==> src/rtl/gcc_track.sv <==
`default_nettype none
// ============================================================================
//  Module   : gcc_track
//  Purpose  : Centroid lock tracker. Watches a stream of (Xc,Yc) centroid
//             samples, reports sample-to-sample deltas, acquires lock after
//             NLOCK consecutive stable samples and drops it after NLOSE
//             consecutive samples outside tolerance of the locked reference.
//  Ports    : CLK     rising-edge clock
//             RESET   asynchronous active-high reset
//             READY_  active-low sample valid
//             Xc, Yc  8-bit unsigned centroid
//             CLR     synchronous clear (priority over a valid sample)
//             LOCK    locked flag
//             Xl, Yl  locked reference centroid
//             DX, DY  9-bit signed delta, current minus previous sample
//             EVT     one-cycle pulse on each lock / loss transition
//             STAT    00 IDLE, 01 ACQ, 10 LOCKED, 11 LOST
//  Revision : 1.0  initial release
// ============================================================================
module gcc_track #(
  parameter logic [7:0]  TOL   = 8'd2,
  parameter int unsigned NLOCK = 4,
  parameter int unsigned NLOSE = 2
) (
  input  logic       CLK,
  input  logic       RESET,
  input  logic       READY_,
  input  logic [7:0] Xc,
  input  logic [7:0] Yc,
  input  logic       CLR,
  output logic       LOCK,
  output logic [7:0] Xl,
  output logic [7:0] Yl,
  output logic [8:0] DX,
  output logic [8:0] DY,
  output logic       EVT,
  output logic [1:0] STAT
);

  typedef enum logic [1:0] {
    ST_IDLE   = 2'b00,
    ST_ACQ    = 2'b01,
    ST_LOCKED = 2'b10,
    ST_LOST   = 2'b11
  } state_t;

  localparam logic [3:0] NLOCK_C = 4'(NLOCK);
  localparam logic [3:0] NLOSE_C = 4'(NLOSE);
  localparam logic [8:0] TOL_C   = {1'b0, TOL};

  state_t     state_q, state_d;
  logic [7:0] xp_q, xp_d, yp_q, yp_d;
  logic [7:0] xl_q, xl_d, yl_q, yl_d;
  logic [8:0] dx_q, dx_d, dy_q, dy_d;
  logic [3:0] stab_q, stab_d, miss_q, miss_d;
  logic       evt_q, evt_d;

  // 9-bit magnitude of a 9-bit signed difference of two 8-bit unsigned
  // values; the range is -255..+255 so the magnitude never overflows.
  function automatic logic [8:0] mag9(input logic [8:0] d);
    return d[8] ? (~d + 9'd1) : d;
  endfunction

  logic [8:0] dx_p, dy_p, dx_l, dy_l;
  logic       stable_p, stable_l;
  logic [3:0] stab_inc, miss_inc;

  // Deltas against the previous sample (reported) and against the lock
  // reference (used only for the in-lock tolerance test).
  assign dx_p = {1'b0, Xc} - {1'b0, xp_q};
  assign dy_p = {1'b0, Yc} - {1'b0, yp_q};
  assign dx_l = {1'b0, Xc} - {1'b0, xl_q};
  assign dy_l = {1'b0, Yc} - {1'b0, yl_q};

  assign stable_p = (mag9(dx_p) <= TOL_C) && (mag9(dy_p) <= TOL_C);
  assign stable_l = (mag9(dx_l) <= TOL_C) && (mag9(dy_l) <= TOL_C);

  // Saturating increments
  assign stab_inc = (stab_q == 4'hF) ? stab_q : stab_q + 4'd1;
  assign miss_inc = (miss_q == 4'hF) ? miss_q : miss_q + 4'd1;

  always_comb begin
    state_d = state_q;
    xp_d    = xp_q;
    yp_d    = yp_q;
    xl_d    = xl_q;
    yl_d    = yl_q;
    dx_d    = dx_q;
    dy_d    = dy_q;
    stab_d  = stab_q;
    miss_d  = miss_q;
    evt_d   = 1'b0;

    if (CLR) begin
      state_d = ST_IDLE;
      xp_d    = '0;
      yp_d    = '0;
      xl_d    = '0;
      yl_d    = '0;
      dx_d    = '0;
      dy_d    = '0;
      stab_d  = '0;
      miss_d  = '0;
    end else if (!READY_) begin
      xp_d = Xc;
      yp_d = Yc;
      dx_d = dx_p;
      dy_d = dy_p;
      unique case (state_q)
        ST_IDLE: begin
          // No previous sample exists yet, so the delta is defined as zero.
          state_d = ST_ACQ;
          stab_d  = '0;
          dx_d    = '0;
          dy_d    = '0;
        end
        ST_ACQ: begin
          if (stable_p) begin
            stab_d = stab_inc;
            if (stab_inc >= NLOCK_C) begin
              state_d = ST_LOCKED;
              xl_d    = Xc;
              yl_d    = Yc;
              evt_d   = 1'b1;
              miss_d  = '0;
            end
          end else begin
            stab_d = '0;
          end
        end
        ST_LOCKED: begin
          if (stable_l) begin
            miss_d = '0;
          end else begin
            miss_d = miss_inc;
            // A loss right after the lock edge (only possible with NLOSE=1)
            // is deferred to the next miss so EVT never pulses back to back.
            if (miss_inc >= NLOSE_C && !evt_q) begin
              state_d = ST_LOST;
              evt_d   = 1'b1;
            end
          end
        end
        ST_LOST: begin
          state_d = ST_ACQ;
          stab_d  = '0;
        end
        default: state_d = ST_IDLE;
      endcase
    end
  end

  always_ff @(posedge CLK or posedge RESET) begin
    if (RESET) begin
      state_q <= ST_IDLE;
      xp_q    <= '0;
      yp_q    <= '0;
      xl_q    <= '0;
      yl_q    <= '0;
      dx_q    <= '0;
      dy_q    <= '0;
      stab_q  <= '0;
      miss_q  <= '0;
      evt_q   <= 1'b0;
    end else begin
      state_q <= state_d;
      xp_q    <= xp_d;
      yp_q    <= yp_d;
      xl_q    <= xl_d;
      yl_q    <= yl_d;
      dx_q    <= dx_d;
      dy_q    <= dy_d;
      stab_q  <= stab_d;
      miss_q  <= miss_d;
      evt_q   <= evt_d;
    end
  end

  assign STAT = state_q;
  assign LOCK = (state_q == ST_LOCKED);
  assign Xl   = xl_q;
  assign Yl   = yl_q;
  assign DX   = dx_q;
  assign DY   = dy_q;
  assign EVT  = evt_q;

endmodule
`default_nettype wire

==> config.mk <==
export PLATFORM = sky130hd
export DESIGN_NAME = gcc_track
export DESIGN_NICKNAME = d
export VERILOG_FILES = /design/src/rtl/gcc_track.sv
export SDC_FILE = /design/constraint.sdc
export NUM_CORES = 1
export LEC_CHECK = 0
export CAP_MARGIN = 5
export CORE_MARGIN = 2
export CORE_UTILIZATION = 60
export CTS_BUF_LIST = sky130_fd_sc_hd__clkbuf_8
export DETAILED_ROUTE_END_ITERATION = 8
export PLACE_DENSITY = 0.84
export SYNTH_ARGS = -nofsm -noshare
export SYNTH_HDL_FRONTEND = slang
export SYNTH_SLANG_ARGS = --single-unit
export TNS_END_PERCENT = 100
==> constraint.sdc <==
create_clock -name CLK -period 10 [get_ports CLK]
set_input_delay 2 -clock CLK [delete_from_list [all_inputs] [get_ports CLK]]
set_output_delay 2 -clock CLK [all_outputs]
set_load 0.005 [all_outputs]
## After elaboration in Yosys (flattened, before gate mapping)

Cells that the tools add are included.

- Reduce and logical (&&, ||, !) cells: 15
- Equal/unequal tests: 10
- Add/subtract/negate cells: 10
- Magnitude comparators: 6
- Mux-type cells: 50
- Bitwise gates (word level): 4

Operators with widths:

| kind | number |
|---|---|
| 8-bit two-way mux | 14 |
| 9-bit two-way mux | 10 |
| 4-bit two-way mux | 10 |
| 9-bit by 1-bit adder with 9-bit output, second input constant | 4 |
| 9-bit by 2-bit less-or-equal comparator with 1-bit output, second input constant | 4 |
| 9-bit NOT | 4 |
| 8-bit by 8-bit subtractor with 9-bit output | 4 |
| 4-bit case mux with 2 select lines | 2 |
| 2-bit two-way mux | 6 |
| 3-bit inequality test, second input constant | 3 |
| 4-bit by 1-bit adder with 4-bit output, second input constant | 2 |
| 4-bit == test, second input constant | 2 |
| 4-bit AND reduction | 2 |
| 1-bit two-way mux | 6 |
| 2-bit case mux with 3 select lines | 1 |
| 2-bit nonzero test | 3 |
| 3-bit nonzero test | 2 |
| 5-bit AND reduction | 1 |
| 2-bit == test, second input constant | 2 |
| 4-bit by 2-bit greater-or-equal comparator with 1-bit output, second input constant | 1 |
| 4-bit by 3-bit greater-or-equal comparator with 1-bit output, second input constant | 1 |
| 1-bit logical AND | 3 |
| 3-bit by 2-bit inequality test with 1-bit output, second input constant | 1 |
| 2-bit by 1-bit == test with 1-bit output, second input constant | 1 |
| other kinds (6) | 6 |

- Flip-flop bits (word level): 61

## Longest topological paths before layout

- Depth in word-level cells: 10
- Gate-level depth with buffers: 17

## Worst setup path after synthesis

No wires, ideal clock.

- Path type: input to register
- From: input port Xc[0]
- To: register xl_q[0] (netlist: Xl[0])
- Slack: 4.808 ns
- Setup time: 0.132 ns
- Cell stages on the path: 15
- Arrival: 5.060 ns
- Path through: inv_1 ha_1 inv_1 fa_1 a211oi_2 nor2_1 xor2_1 o2111a_1 o32ai_1 nor4b_4 nand4_4 nor3_4 buf_6 mux2i_1 nor2_1

- Longest elaborated chain between the ends: 8
- Elaborated cells on any way between the ends: 13

Ends and longest elaborated chain:

| item | line | RTL |
|---|---|---|
| start, declared | 28 | `input logic [7:0] Xc,` |
| 8-bit by 8-bit subtractor with 9-bit output | 70 | `assign dx_p = {1'b0, Xc} - {1'b0, xp_q};` |
| 9-bit NOT | 61 | `return d[8] ? (~d + 9'd1) : d;` |
| 9-bit by 1-bit adder with 9-bit output | 61 |  |
| 9-bit two-way mux | 61 |  |
| 9-bit by 2-bit less-or-equal comparator with 1-bit output | 75 | `assign stable_p = (mag9(dx_p) <= TOL_C) && (mag9(dy_p) <= TOL_C);` |
| 1-bit logical AND | 75 |  |
| 2-bit nonzero test (no line) | -- |  |
| 4-bit AND reduction (no line) | -- |  |
| end signal, assigned | 169 | `xl_q <= xl_d;` |
| end, declared | 53 | `logic [7:0] xl_q, xl_d, yl_q, yl_d;` |

Several ways; a longest one is shown, not always the timed one. The select of a mux whose other input is x is not followed.
A chain may end at the register's enable or synchronous reset.

## Final worst setup path

- From: input port Xc[0]
- To: register yl_q[0] (netlist: Yl[0])

- Longest elaborated chain between the ends: 8

Ends and longest elaborated chain:

| item | line | RTL |
|---|---|---|
| 8-bit by 8-bit subtractor with 9-bit output * | 70 |  |
| 9-bit NOT | 61 |  |
| 9-bit by 1-bit adder with 9-bit output | 61 |  |
| 9-bit two-way mux * | 61 |  |
| 9-bit by 2-bit less-or-equal comparator with 1-bit output * | 75 |  |
| 1-bit logical AND * | 75 |  |
| 2-bit nonzero test (no line) * | -- |  |
| 4-bit AND reduction (no line) * | -- |  |
| end signal, assigned | 170 | `yl_q <= yl_d;` |
| end, declared | 53 |  |

Every way passes the cells marked *; elsewhere a longest branch is shown, timed or not.

==> flow_metrics.env <==
export IMPL_drv_slew=0
export IMPL_nets=725
export IMPL_synth_yosys_seq_area_share_pct=29.21
export IMPL_ir_drop_mv=0.06866
export IMPL_grt_max_degree=62
export IMPL_p_leak_uw=0.002576
export IMPL_arrival_ps=6260
export IMPL_cts_resized=0
export IMPL_syn_nets=671
export IMPL_synth_cell_types=79
export IMPL_grt_overflow_total=0
export IMPL_die_x_um=97.32
export IMPL_period_needed_ps=6041
export IMPL_start_util_pct=60.80
export IMPL_ys_flop_type="dfrtp_1"
export IMPL_synth_top_cell_area_share_pct=29.21
export IMPL_drt_wl_total_um=12980
export IMPL_synthesis_area_mm2=0.005225
export IMPL_p_seq_share_pct=34.8
export IMPL_worst_slew_pin_slew_ps=1044
export IMPL_layout_cells_non_filler=772
export IMPL_cts_tree="done"
export IMPL_status="finished, final reports clean"
export IMPL_cp_max_fo=16
export IMPL_synthCells=605
export IMPL_yosysMostFrequentCell="nor2_1"
export IMPL_fin_area_mm2=0.006123
export IMPL_drt_iter0_markers=301
export IMPL_grt_pass1_wl_um=21990
export IMPL_synth_top_cells_by_area="dfrtp_1 29%, ha_1 10%, mux2i_1 7.3%"
export IMPL_async_flop_share_pct=100.0
export IMPL_p_comb_share_pct=29.6
export IMPL_port_buffer_count=57
export IMPL_area_growth_synth_to_final_pct=17.19
export IMPL_start_kind="input port"
export IMPL_finalSetupViolCount=0
export IMPL_syn_avg_cell_area_um2=8.636
export IMPL_rows=34
export IMPL_max_cap_violations=0
export IMPL_route_detailed_drc=0
export IMPL_hp_class="flip-flop to flip-flop"
export IMPL_power_internal_uw=513.9
export IMPL_setup_tns_ps=0
export IMPL_hold_ws_ps=479.3
export IMPL_placed_area_mm2=0.005879
export IMPL_rsz0062_at_grt="no"
export IMPL_placed_cells=756
export IMPL_fp_dieH_um=97.32
export IMPL_grt_pass1_vias=4611
export IMPL_power_density_mw_per_mm2=122.7
export IMPL_clock_sinks=61
export IMPL_h_tree_depth=3
export IMPL_fill_cells=654
export IMPL_dieArea_mm2=0.009471
export IMPL_drt_pass1_iter_count=5
export IMPL_diodes=0
export IMPL_clk_latency_ps=350
export IMPL_required_ps=10220
export IMPL_path_clk_slew_ps=70
export IMPL_numCtsBuffers=9
export IMPL_multi_input_area_mm2=0.003403
export IMPL_finClkSkew_ps=10.84
export IMPL_design_core_area_mm2=0.008593
export IMPL_synth_edf_count=0
export IMPL_wl_per_cell_um=16.81
export IMPL_via_per_inst=6.320
export IMPL_min_period_over_period_pct=60.41
export IMPL_grt_antenna_before_repair=0
export IMPL_max_freq_ghz=0.1655
export IMPL_synth_warnings=0
export IMPL_grt_usage_pct=27.68
export IMPL_cts_setup_buffers=0
export IMPL_p_sw_share_pct=31.57
export IMPL_finalHoldViolations=0
export IMPL_synth_area_leader_cell="dfrtp_1"
export IMPL_relSlewSlack_pct=30.20
export IMPL_ctsHoldBuffers=0
export IMPL_critical_path_class="input port to flip-flop"
export IMPL_antenna_left=0
export IMPL_regArea_mm2=0.001526
export IMPL_hpwlAfterDp_um=9471
export IMPL_clockRootBuffer="clkbuf_8"
export IMPL_power_total_uw=751.1
export IMPL_clockBufferDepth=2
export IMPL_synth_commonest_cells="66 x nor2_1, 61 x dfrtp_1, 55 x inv_1"
export IMPL_vias=4879
export IMPL_drive_above_1_share_pct=6.476
export IMPL_switchingPower_uw=237.2
export IMPL_io_pins=58
export IMPL_place_gp_congestion=0.9191
export IMPL_power_frac_clock_pct=35.6
export IMPL_end_kind="flip-flop"
export IMPL_ys_seq_elements=61
routing by layer:
| layer | GRT usage, % | wire length, um | vias up |
|---|---|---|---|
| li1 | - | - | 2320 |
| met1 | 37.19 | 5808 | 2330 |
| met2 | 46.21 | 6205 | 197 |
| met3 | 3.525 | 668 | 32 |
| met4 | 9.936 | 298 | 0 |
| met5 | 0 | 0 | - |
state kept, by name, summed over array words and instances (netlist names):
signal,count
DX,9
DY,9
Xl,8
Yl,8
xp_q,8
yp_q,8
miss_q,4
stab_q,4
STAT,2
EVT,1
kinds of logic (layout without fill, tap and decap cells):
group | count (synthesis) | count (layout) | synth area share (%)
flip-flops | 61 | 61 | 29.21
AO/OA/AOI/OAI | 157 | 157 | 21.41
buffers and inverters | 74 | 133 | 5.651
XOR/XNOR | 21 | 21 | 3.520
AND/OR/NAND/NOR | 207 | 207 | 21.12
multiplexers | 39 | 39 | 7.495
adder cells (fa/ha/maj) | 46 | 46 | 11.59
per-stage QoR:
stage               worst slack (ps)  utilization, %
finish                          3959           71.26
global route                    3696           71.26
CTS                             3984           71.26
detailed placement              3625           68.42
global placement                3853           68.42
floorplan                       4808               -
critical path: stages:
cell	delay, ps
clkdlybuf4s50_1	450
inv_1	110
ha_1	190
inv_1	70
fa_1	450
a211oi_2	350
nor3_1	150
nor2_1	370
o2111a_1	270
o32ai_1	120
nor4b_4	340
nand4_4	180
nor3_4	830
mux2i_1	300
nor2_1	60
cell type report:
cell class	instances	area share [%]
multi-input combinational	470	55.58
sequential	61	24.93
tap	108	2.207
clock inverter	3	1.063
clock buffer	13	2.922
timing repair buffer	62	9.931
inverter	55	3.371
final timing paths:
path | startpoint | endpoint | slack [ps] | depth (start not counted)
min in group asynchronous | RESET | DX[6] | 2190 | 3
setup / recovery | Xc[0] | Yl[0] | 3960 | 15
setup reg to reg | xp_q[0] | Yl[0] | 5810 | 13
hold reg to reg | DY[1] | DY[1] | 480 | 2
max in group asynchronous | RESET | yp_q[7] | 7300 | 3
hold / removal | DY[1] | DY[1] | 480 | 2
placed cells by master (no fill, tap or decap), drive strengths merged, types with 5 or more instances in the layout:
| master | count |
|---|---|
| clkbuf | 13 |
| a22o | 11 |
| nor3 | 16 |
| o22ai | 5 |
| a31oi | 5 |
| a21o | 7 |
| nor4 | 7 |
| a211oi | 5 |
| o21a | 5 |
| buf | 5 |
| clkdlybuf4s50 | 57 |
| nand2 | 32 |
| ha | 42 |
| or2 | 5 |
| nand2b | 15 |
| a21oi | 29 |
| nor2 | 66 |
| xor2 | 9 |
| and3 | 5 |
| nand4 | 9 |
| o211ai | 5 |
| inv | 55 |
| nor3b | 6 |
| xnor2 | 12 |
| nand3 | 16 |
| mux2i | 38 |
| o21ai | 34 |
| a211o | 5 |
| or3 | 6 |
| dfrtp | 61 |
| nor2b | 6 |
power groups by stage:
stage / Combinational (uW) / Sequential, uW / Clock [uW]
after floorplan: 157 / 265 / 0
after global placement: 208 / 266 / 0
after detailed placement: 217 / 266 / 0
after CTS: 219 / 262 / 269
after global routing: 244 / 263 / 281
final: 222 / 262 / 267
Power figures use the tool's default switching activity.
